`config.mk`:
```
export PLATFORM = sky130hd
export DESIGN_NAME = common_sync_bus
export DESIGN_NICKNAME = d
export VERILOG_FILES = /design/src/rtl/common_sync_bus.sv
export SDC_FILE = /design/constraint.sdc
export NUM_CORES = 1
export LEC_CHECK = 0
export CAP_MARGIN = 10
export CORE_AREA = 4 4 41 43
export DETAILED_ROUTE_END_ITERATION = 8
export DIE_AREA = 0 0 45 47
export PLACE_DENSITY = 0.33
export SLEW_MARGIN = 20
export SYNTH_ARGS = -nofsm -noshare
export SYNTH_HDL_FRONTEND = slang
export SYNTH_HIERARCHICAL = 1
export SYNTH_SLANG_ARGS = --single-unit
export TNS_END_PERCENT = 100
```
`constraint.sdc`:
```
create_clock -name clk_i -period 1 [get_ports clk_i]
set_input_delay 0.15 -clock clk_i [delete_from_list [all_inputs] [get_ports clk_i]]
set_output_delay 0.15 -clock clk_i [all_outputs]
set_load 0.005 [all_outputs]
```
`src/rtl/common_sync_bus.sv`:
```
// Multi-bit, multi-stage level synchroniser with registered rise/fall pulses per channel.
// Define COMMON_SYNC_FILT_EN to add a per-channel debounce filter of FILT_LEN cycles.

module common_sync_bus_lane #(
  parameter int   NSTG     = 2,
  parameter logic RST      = 1'b0,
  parameter int   FILT_LEN = 4
) (
  input  logic clk_i,
  input  logic reset_i,
  input  logic d_i,
  output logic q_o,
  output logic rise_o,
  output logic fall_o,
  output logic chg_nxt_o
);

  (* keep = "true", ASYNC_REG = "TRUE" *) logic [NSTG-1:0] s;
  logic s_out;
  logic nxt;

  always_ff @(posedge clk_i or posedge reset_i) begin
    if (reset_i) s <= {NSTG{RST}};
    else         s <= {s[NSTG-2:0], d_i};
  end

  assign s_out = s[NSTG-1];

`ifdef COMMON_SYNC_FILT_EN
  localparam int CW = $clog2(FILT_LEN) + 1;
  localparam logic [CW-1:0] CMAX = CW'(FILT_LEN - 1);

  logic [CW-1:0] cnt;
  logic          hit;

  // s_out has disagreed with q_o for FILT_LEN consecutive cycles
  assign hit = (s_out != q_o) && (cnt == CMAX);
  assign nxt = hit ? s_out : q_o;

  always_ff @(posedge clk_i or posedge reset_i) begin
    if (reset_i)                   cnt <= '0;
    else if ((s_out == q_o) || hit) cnt <= '0;
    else                           cnt <= cnt + 1'b1;
  end
`else
  assign nxt = s_out;
`endif

  assign chg_nxt_o = nxt ^ q_o;

  always_ff @(posedge clk_i or posedge reset_i) begin
    if (reset_i) begin
      q_o    <= RST;
      rise_o <= 1'b0;
      fall_o <= 1'b0;
    end else begin
      q_o    <= nxt;
      rise_o <= nxt & ~q_o;
      fall_o <= ~nxt & q_o;
    end
  end

endmodule

module common_sync_bus #(
  parameter int               WIDTH     = 1,
  parameter int               STAGES    = 2,
  parameter logic [WIDTH-1:0] RESET_VAL = '0,
  parameter int               FILT_LEN  = 4
) (
  input  logic             clk_i,
  input  logic             reset_i,
  input  logic [WIDTH-1:0] data_i,
  output logic [WIDTH-1:0] data_o,
  output logic [WIDTH-1:0] rise_o,
  output logic [WIDTH-1:0] fall_o,
  output logic             change_o
);

  localparam int NSTG = (STAGES < 2) ? 2 : STAGES;

  logic [WIDTH-1:0] chg_nxt;

  for (genvar n = 0; n < WIDTH; n++) begin : g_lane
    common_sync_bus_lane #(
      .NSTG     (NSTG),
      .RST      (RESET_VAL[n]),
      .FILT_LEN (FILT_LEN)
    ) u_lane (
      .clk_i     (clk_i),
      .reset_i   (reset_i),
      .d_i       (data_i[n]),
      .q_o       (data_o[n]),
      .rise_o    (rise_o[n]),
      .fall_o    (fall_o[n]),
      .chg_nxt_o (chg_nxt[n])
    );
  end

  always_ff @(posedge clk_i or posedge reset_i) begin
    if (reset_i) change_o <= 1'b0;
    else         change_o <= |chg_nxt;
  end

endmodule
```
* Word level (Yosys, flattened, before mapping) *
Index checks and enable logic that the tools add are counted.

word-level totals
  register bits = 6
  input bits = 3
  output and inout port bits = 4
  word-level logic and storage cells = 10

cells by class
  bitwise operators = 5

operators with widths
  cell               number
  bitwise AND 1 bit  2
  inverter 1 bit     2
  XOR 1 bit          1

* Depth between registers and ports, before layout *
Gate-level depths: netlist of the first run.

  depth in word-level cells = 2
  mapped depth = 3
  depth with buffers taken out = 3

* By module *
Netlist of the first run, hierarchy kept.

by module, submodules not included
  module                times used  cells each  area each (sq um)  seq. area each (sq um)
  common_sync_bus_lane  1           11          165.2              125.1
  common_sync_bus       1           2           28.8               25.0

* Least setup slack after synthesis of the first run *
OpenSTA, ideal clock, no wires.

  kind = register to register
  from = register g_lane[0].u_lane.q_o
  to = register change_o
  setup time = 0.113 ns
  data arrival time = 0.692 ns
  required time = 0.887 ns
  path slack = 0.195 ns
  cell stages (with the launch flop) = 4
  path buffers = 0
  period minus slack after synthesis = 0.805 ns
  cell sequence = dfrtp_1 -> inv_1 -> ha_1 -> inv_1

between the ends
  longest elaborated chain between the ends = 1

ends and longest elaborated chain
  item                      RTL line  source
  start: declaration        12        output logic q_o,
  start signal: assignment  57        q_o <= nxt;
  XOR 1 bit                 49        assign chg_nxt_o = nxt ^ q_o;
  named net chg_nxt         82        logic [WIDTH-1:0] chg_nxt;
  end signal: assignment    102       else change_o <= |chg_nxt;
  end: declaration          77        output logic change_o

The timed path passes the listed nets, and every way through them passes these cells.

* Worst setup path after layout of the first run *
  from = register g_lane[0].u_lane.q_o
  to = output data_o

RTL lines
  item              RTL line  source
  end: declaration  74        output logic [WIDTH-1:0] data_o,

No word-level cell between the ends.

==> metrics.txt, run 1 <==
top post-synthesis cells by area=dfrtp_1 77%, ha_1 13%, inv_1 9.7%; CP Class=reg2out; antenna violations before repair=0; total global-route track usage=3.75%; Placed Cells=35; initial core utilization=14.9%; Final HPWL DP=208 um; Worst Path Required=0.85 ns; diodes inserted=0; Power Total=515 uW; routed vias=110; FF-to-FF End=change_o; Post-Synthesis Cells=13; drt wl/cell=6.76 um; Synth Flop Type=dfrtp_1; I/O Buffers=6; synthesized net count=18; Worst setup EP type=output pin; worst-skew pair later-pin latency=0.24 ns; RSZ-0062 raised after global routing=no; root buffer cell=clkbuf_4; #FFs+latches synth=6; leakage power=0.000159 uW; final hold vios=0; Final ANT Viol Nets=0; total CTS buffers=3; Clock Path Buffers=2; P&R area growth vs syn=56.1%; H-Tree Depth=1; worst r2r path cells=4; cts hold-fix bufs=0; crit path cell chain=clkdlybuf4s15_1; Post-CTS Setup Inserts=0; Post-synth EDFFs=0; synthesized cell area=194 sq um; total grt overflow=0; vias per std cell=2.89; die height=47 um; Die Area=2120 sq um; Worst Clk Skew=0.000315 ns; Die Span X=45 um; CP max stage delay=0.36 ns; maximum vdd drop=0.000847 V; area leader, netlist=dfrtp_1; I/O pin total=7; core area=1300 sq um; final cell count without fillers=38; R2R setup slack=0.11 ns; CTS sink cnt=6; global-route wire length before repair=434 um; YS warnings=6; cell family with most CP delay=flip-flops; Resized cells post-CTS=7; Syn Area/Cell=14.9 sq um; Tcrit/Tclk final=95.0%; share of cells above drive strength 1=17.4%; CTS tree=done; Total Neg Setup Slack=0 ns; max cap viols=0; worst relative slew slack=87.0%; buffers plus inverters on the worst setup path=1; Setup crit start=g_lane[0].u_lane/q_o; Yosys cell types=3; CP startpoint kind=flip-flop; power density over cell area=1700 nW/um^2; maximum clock rate=1050 MHz; Starting DRT DRC Count=0; FFs w/ async S/R, synth=100%; Min-Delay Path Class=in2async; WL final=257 um; area share of the largest cell type after synthesis=77.4%; vias in the first global route=106; iteration count of the initial detailed-routing pass=1; NumNets Final=30; Slew Limit Fails=0; drc violations=0; Tmin final=0.950 ns; final setup fails=0; Std-Cell Rows=13; worst hold slack=0.0709 ns; slowest stage cell, crit path=dfrtp_1; worst-margin pin slew=0.194 ns; WP data arrival=0.80 ns; commonest cells in the netlist=6 x dfrtp_1, 5 x inv_1, 2 x ha_1; R2R Path Start=g_lane[0].u_lane/q_o; clock-pin slew on the worst setup and hold paths=0.04 ns; GP Congestion=0.619; most numerous cell in the Yosys netlist=dfrtp_1; worst-path maximum fanout=2; Seq/Total Area, Yosys=77.4%; utilization after layout=23.3%; outcome=completed; largest net degree at the start of global routing=6
==> per-stage QoR <==
stage                     setup WS, ns  cell area, sq um
after floorplan                  0.195               194
after global placement          0.0354               280
after detailed placement        0.0333               280
after CTS                      0.00244               302
after global routing           0.00662               303
final                           0.0501               303
==> cells in the final DEF (no fill, tap or decap), drive strengths merged <==
cell and instances:
inv 5, clkbuf 3, clkdlybuf4s15 4, clkdlybuf4s50 2, ha 2, buf 1, dfrtp 6
==> cells by family (layout without fill, tap and decap cells) <==
kind of cell / count (synthesis) / count (layout) / share of synthesized area [%]
flip-flops: 6 / 6 / 77.4
buffers and inverters: 5 / 15 / 9.68
adder cells (fa/ha/maj): 2 / 2 / 12.9
==> final cells by class <==
class | count | area [sq um]
inverter | 5 | 18.8
clock buffer | 3 | 22.5
sequential | 6 | 150
timing repair buffer | 7 | 67.6
tap | 15 | 18.8
fill | 137 | 998
multi-input combinational | 2 | 25.0
==> sequential cells by signal, indices dropped and copies added (netlist names) <==
register and flops:
g_lane.u_lane/fall_o 1, g_lane.u_lane/rise_o 1, g_lane.u_lane/s 2, change_o 1, g_lane.u_lane/q_o 1
==> per-layer routing <==
layer	routed length, um	vias up	GRT usage (%)
met5	0	-	0
met4	0	0	3.51
met3	54	0	5.75
met2	99	8	3.39
met1	102	46	3.26
li1	-	56	-
==> worst max-delay path by stage <==
stage | to | slack, ns | cells after the start
after detailed placement | data_o | 0.03 | 1
final | data_o | 0.05 | 1
after global routing | data_o | 0.007 | 1
after CTS | change_o | 0.002 | 1
after global placement | data_o | 0.04 | 1
after floorplan | change_o | 0.20 | 3
==> power by group <==
| part | leakage [uW] | total [uW] | internal (uW) | switching, uW |
|---|---|---|---|---|
| Combinational | 0.0000731 | 40.6 | 24.9 | 15.7 |
| Clock | 0.0000138 | 211 | 135 | 76.3 |
| Sequential | 0.0000724 | 263 | 258 | 4.57 |
No activity file was read; power rests on OpenSTA's default activity.
==> inputs of run 2 (changes only) <==
Clock period 1 ns to 0.94 ns, I/O delays scaled along.
==> run 2 against run 1 <==
Compared with the run above: total power grew 5.3%; largest power group unchanged; critical endpoint is now change_o; combinational power down 7.1%; core utilization down 1.5 points; die area did not move; sequential share of layout area grew 3.5 points; clock skew did not move; cell area shrank 6.6%.
==> metrics.txt, run 2 (synthesis gave the netlist of run 1 again) <==
outcome=completed; core area=1300 sq um; Final ANT Viol Nets=0; power density over cell area=1920 nW/um^2; RSZ-0062 raised after global routing=no; final setup fails=0; Slew Limit Fails=0; total CTS buffers=3; worst-margin pin slew=0.194 ns; largest net degree at the start of global routing=6; Die Area=2120 sq um; GR Util met3=5.75%; P_int=439 uW; GR Util met1=3.26%; Final HPWL DP=208 um; diodes inserted=0; maximum clock rate=1120 MHz; share of cells above drive strength 1=34.8%; CTS sink cnt=6; Worst Path Required=1.07 ns; maximum vdd drop=0.000900 V; Logic pwr share=7.0%; GP Congestion=0.619; most frequent cells in the layout=6 x dfrtp_1, 5 x inv_1, 4 x clkbuf_2, 3 x clkbuf_4; final cell count without fillers=38; cell family with most CP delay=flip-flops; drt wl/cell=7.03 um; Starting DRT DRC Count=0; total grt overflow=0; critical path's most frequent cell=inv_1; vias per std cell=2.89; Most flops, register=g_lane.u_lane/s; WP data arrival=1.03 ns; Worst Clk Skew=0.000315 ns; H-Tree Depth=1; clock-pin slew on the worst setup and hold paths=0.04 ns; sequential power share=51.6%; total global-route track usage=3.75%; drc violations=0; Power Total=542 uW; PnR worst setup slack=0.0465 ns; I/O Buffers=6; worst relative slew slack=87.0%; CTS tree=done; commonest non-fill, non-tap cell in the layout=dfrtp_1; NumNets Final=30; M2 GR Usage=3.39%; leakage power=0.000158 uW; Tmin final=0.894 ns; Worst setup EP type=flip-flop; global-route wire length before repair=434 um; Sw Ratio=19.0%; antenna violations before repair=0; CP startpoint kind=flip-flop; WL final=267 um; worst-skew pair later-pin latency=0.24 ns; Std-Cell Rows=13; Total Neg Setup Slack=0 ns; CP max stage delay=0.33 ns; CP Class=reg2reg; Min-Delay Path Class=in2async; root buffer cell=clkbuf_4; die height=47 um; Largest register FFs=2; routed vias=110; final hold vios=0; Clock Path Buffers=2; iteration count of the initial detailed-routing pass=1; clock power share=41.5%; initial core utilization=14.9%; gr busiest metal=met3; switching pwr=103 uW; Tcrit/Tclk final=95.1%; Placed Cells=35; max cap viols=0; crit path cell chain=buf_4, inv_1, ha_1, inv_1; I/O pin total=7; Die Span X=45 um; buffers plus inverters on the worst setup path=3; worst-path maximum fanout=2; FILL cells=141; slowest stage cell, crit path=dfrtp_1; vias in the first global route=106; P&R area growth vs syn=45.8%; pre-CTS setup slack=-0.0177 ns; Post-CTS Setup Inserts=0
## run 2: cell count changes in the layout (fill, tap and decap cells not counted), sizes merged
cell,delta
clkbuf,+4
clkdlybuf4s15,-4
## run 2: worst reg2reg max path, stage by stage (launching register included)
cell and delay, ns:
dfrtp_1 0.33, buf_4 0.11, inv_1 0.04, ha_1 0.27
inv_1 0.04
## run 2: path summary, 6_finish.rpt
path                                          to  cells past startpoint                   from  slack, ns
max reg2reg                             change_o                      4   g_lane[0].u_lane/q_o       0.05
max in group asynchronous   g_lane[0].u_lane/q_o                      2                reset_i       0.64
min in group clk_i         g_lane[0].u_lane/s[0]                      1                 data_i       0.34
min reg2reg                g_lane[0].u_lane/s[1]                      0  g_lane[0].u_lane/s[0]       0.35
max                                     change_o                      4   g_lane[0].u_lane/q_o       0.05
min                                     change_o                      2                reset_i       0.06
## run 2: layout make-up
| cell class | count | area [sq um] | share of cell area (%) |
|---|---|---|---|
| clock buffer | 3 | 22.5 | 7.96 |
| inverter | 5 | 18.8 | 6.64 |
| multi-input combinational | 2 | 25.0 | 8.85 |
| sequential | 6 | 150 | 53.1 |
| tap | 15 | 18.8 | 6.64 |
| timing repair buffer | 7 | 47.5 | 16.8 |
## run 2: power by group through the flow
stage / Sequential (uW) / Clock [uW] / Combinational (uW)
finish: 280 / 225 / 37.7
global route: 281 / 252 / 42.5
CTS: 279 / 238 / 44.6
detailed placement: 283 / 0 / 49.9
global placement: 283 / 0 / 49.7
floorplan: 285 / 0 / 10.5
## run 2: timing repair
action / in CTS / in global routing
setup endpoints to repair: 4 / 4
hold buffers: 0 / 0
gates resized for setup: 8 / 4
## run 2: per-layer routing
metal	vias up	wire length, um	share of wire (%)
li1	56	-	-
met1	46	106	40
met2	8	100	37
met3	0	60	22
met4	0	0	0
met5	-	0	0
## run 2: through the flow
step                      hold WS [ns]  utilization [%]  cell area [sq um]
after floorplan                 -0.130                -                194
after global placement           0.311             21.5                280
after global routing            0.0884             21.7                283
after detailed placement         0.317             21.5                280
after CTS                       0.0544             23.3                303
final                           0.0619             21.7                283
==> edit, RTL diff (config.mk and constraints of run 1) <==
Add an input register stage for `data_i`, cleared by the reset; this delays it by one clock.
--- a/src/rtl/common_sync_bus.sv
+++ b/src/rtl/common_sync_bus.sv
@@ -81,2 +81,12 @@
 
+  logic [WIDTH-1:0] data_q;
+
+  always_ff @(posedge clk_i or posedge reset_i) begin
+    if (reset_i) begin
+      data_q <= '0;
+    end else begin
+      data_q <= data_i;
+    end
+  end
+
   logic [WIDTH-1:0] chg_nxt;
@@ -91,3 +101,3 @@
       .reset_i   (reset_i),
-      .d_i       (data_i[n]),
+      .d_i       (data_q[n]),
       .q_o       (data_o[n]),
Formal check against the unedited RTL: not equivalent (Yosys sat finds a counterexample within 4 cycles, from zero or initial values and one cycle with reset_i high).
==> edit against run 1 <==
Total power up 20%. Clock power is 22% higher. Area after synthesis rose by 13%. Sequential cell count up 1. Hold slack improved by 4.3 ps. Wire length is 40% higher. Cell count increased by 7.9%. Setup slack improved by 3.8 ps. Sequential share of layout area up 0.059 points. Cell area increased by 17%.
==> edit: results (changes against run 1) <==
[status]
outcome = complete, no violations

[drt]
drt_iter0_markers = 1  ; +1
first_pass_iters = 2  ; +1
wire_per_inst_microns = 8.76  ; +29%
vias_per_cell = 3.10  ; +7.0%
wl_microns = 359  ; +40%

[synth]
syn_area_per_cell_sq_um = 15.6  ; +4.8%
async_reset_ff_share_pct = 100  ; unchanged
ys_types = 3  ; unchanged
synth_adder_area_share_pct = 11.4  ; -1.5 points
synth_area_leaders = dfrtp_1, ha_1, inv_1
netlist_top_cells_count = dfrtp_1, inv_1, ha_1
ys_seq_area_share_pct = 80.0  ; +2.6 points
synthesis.nets = 19  ; +1

[clock_network]
clk_path_buf_depth = 2  ; unchanged

[worst_setup_path]
cp_max_fo = 1  ; -1
reg2reg_slack_ps = 50  ; -60 ps
crit_start = change_o
critPathTopFamily = flip-flops
reg2regPathDepth = 5  ; +1
crit_path_top_delay_cell = dfrtp_1

[pwr]
leakage_nw = 0.176  ; +10%
ir_worst_vdd_mv = 0.430  ; -49%

[timing]
holdWs_ps = 75.2  ; +4.26 ps
finClkSkew_ps = 0.431  ; +0.115 ps
tightest_slew_ps = 202  ; +8.28 ps

[global_route]
grt_pass1_wl_microns = 579  ; +33%
gr-usage-all-layers_pct = 4.61  ; +0.87 points
first_global_vias = 144  ; +36%

[run]
maxCapViolCount = 0  ; unchanged

[placed_design]
dp.final_hpwl_microns = 254  ; +22%
place_inst = 36  ; +2.9%
place_congestion = 0.594  ; -3.9%
portBuffers = 6  ; unchanged

[final_layout]
finalNetCount = 32  ; +6.7%
drive_above_1_share_pct = 34.6  ; +17 points
fill_cells = 151  ; +10%

edit: cell count changes after synthesis:
cell | before | now
dfrtp_1 | 6 | 7
edit: per-stage QoR:
step	power [mW]	area (sq um)	utilization [%]	setup slack (ps)	TNS, ps
6_report	0.615	353	27.1	53.9	0
5_1_grt	0.653	353	27.1	-1.52	-1.52
4_1_cts	0.630	343	26.3	14.2	0
3_5_place_dp	0.359	305	23.5	25.5	0
3_3_place_gp	0.358	305	23.5	35.5	0
2_1_floorplan	0.322	219	-	195	0
edit: report_power, final:
| part | internal [mW] | leakage [nW] | total (mW) | switching, mW |
|---|---|---|---|---|
| logic | 0.0312 | 0.0769 | 0.0520 | 0.0208 |
| registers | 0.300 | 0.0840 | 0.306 | 0.00600 |
| clock network | 0.152 | 0.0150 | 0.257 | 0.105 |
edit: area by class of cell:
class	instances	area, sq um	share of cell area, %
tap	15	18.8	5.32
sequential	7	175	49.6
inverter	5	21.3	6.03
multi-input combinational	2	37.5	10.6
timing repair buffer	8	73.8	20.9
clock buffer	4	26.3	7.45
edit: cell families after synthesis:
kind of cell and count (synthesis):
fa+ha+maj 2, buf+inv 5, flops 7
edit: what timing repair did:
action,4_1_cts,5_1_grt
resized for setup,10,4
endpoints found under the hold margin,0,0
endpoints found under the setup margin,4,2
buffers inserted,1,0
edit: worst max-delay path by stage:
stage          endpoint  slack, ps  cells past startpoint
2_1_floorplan  change_o        200                      3
3_3_place_gp     data_o         40                      1
3_5_place_dp     data_o         30                      1
4_1_cts          data_o         10                      1
5_1_grt        change_o         -2                      5
6_report       change_o         50                      1
edit: routing by layer:
| layer | track usage [%] | share of wire [%] |
|---|---|---|
| met1 | 4.64 | 40 |
| met5 | 0 | 0 |
| met2 | 5.65 | 47 |
| met3 | 2.30 | 13 |
| met4 | 7.02 | 0 |
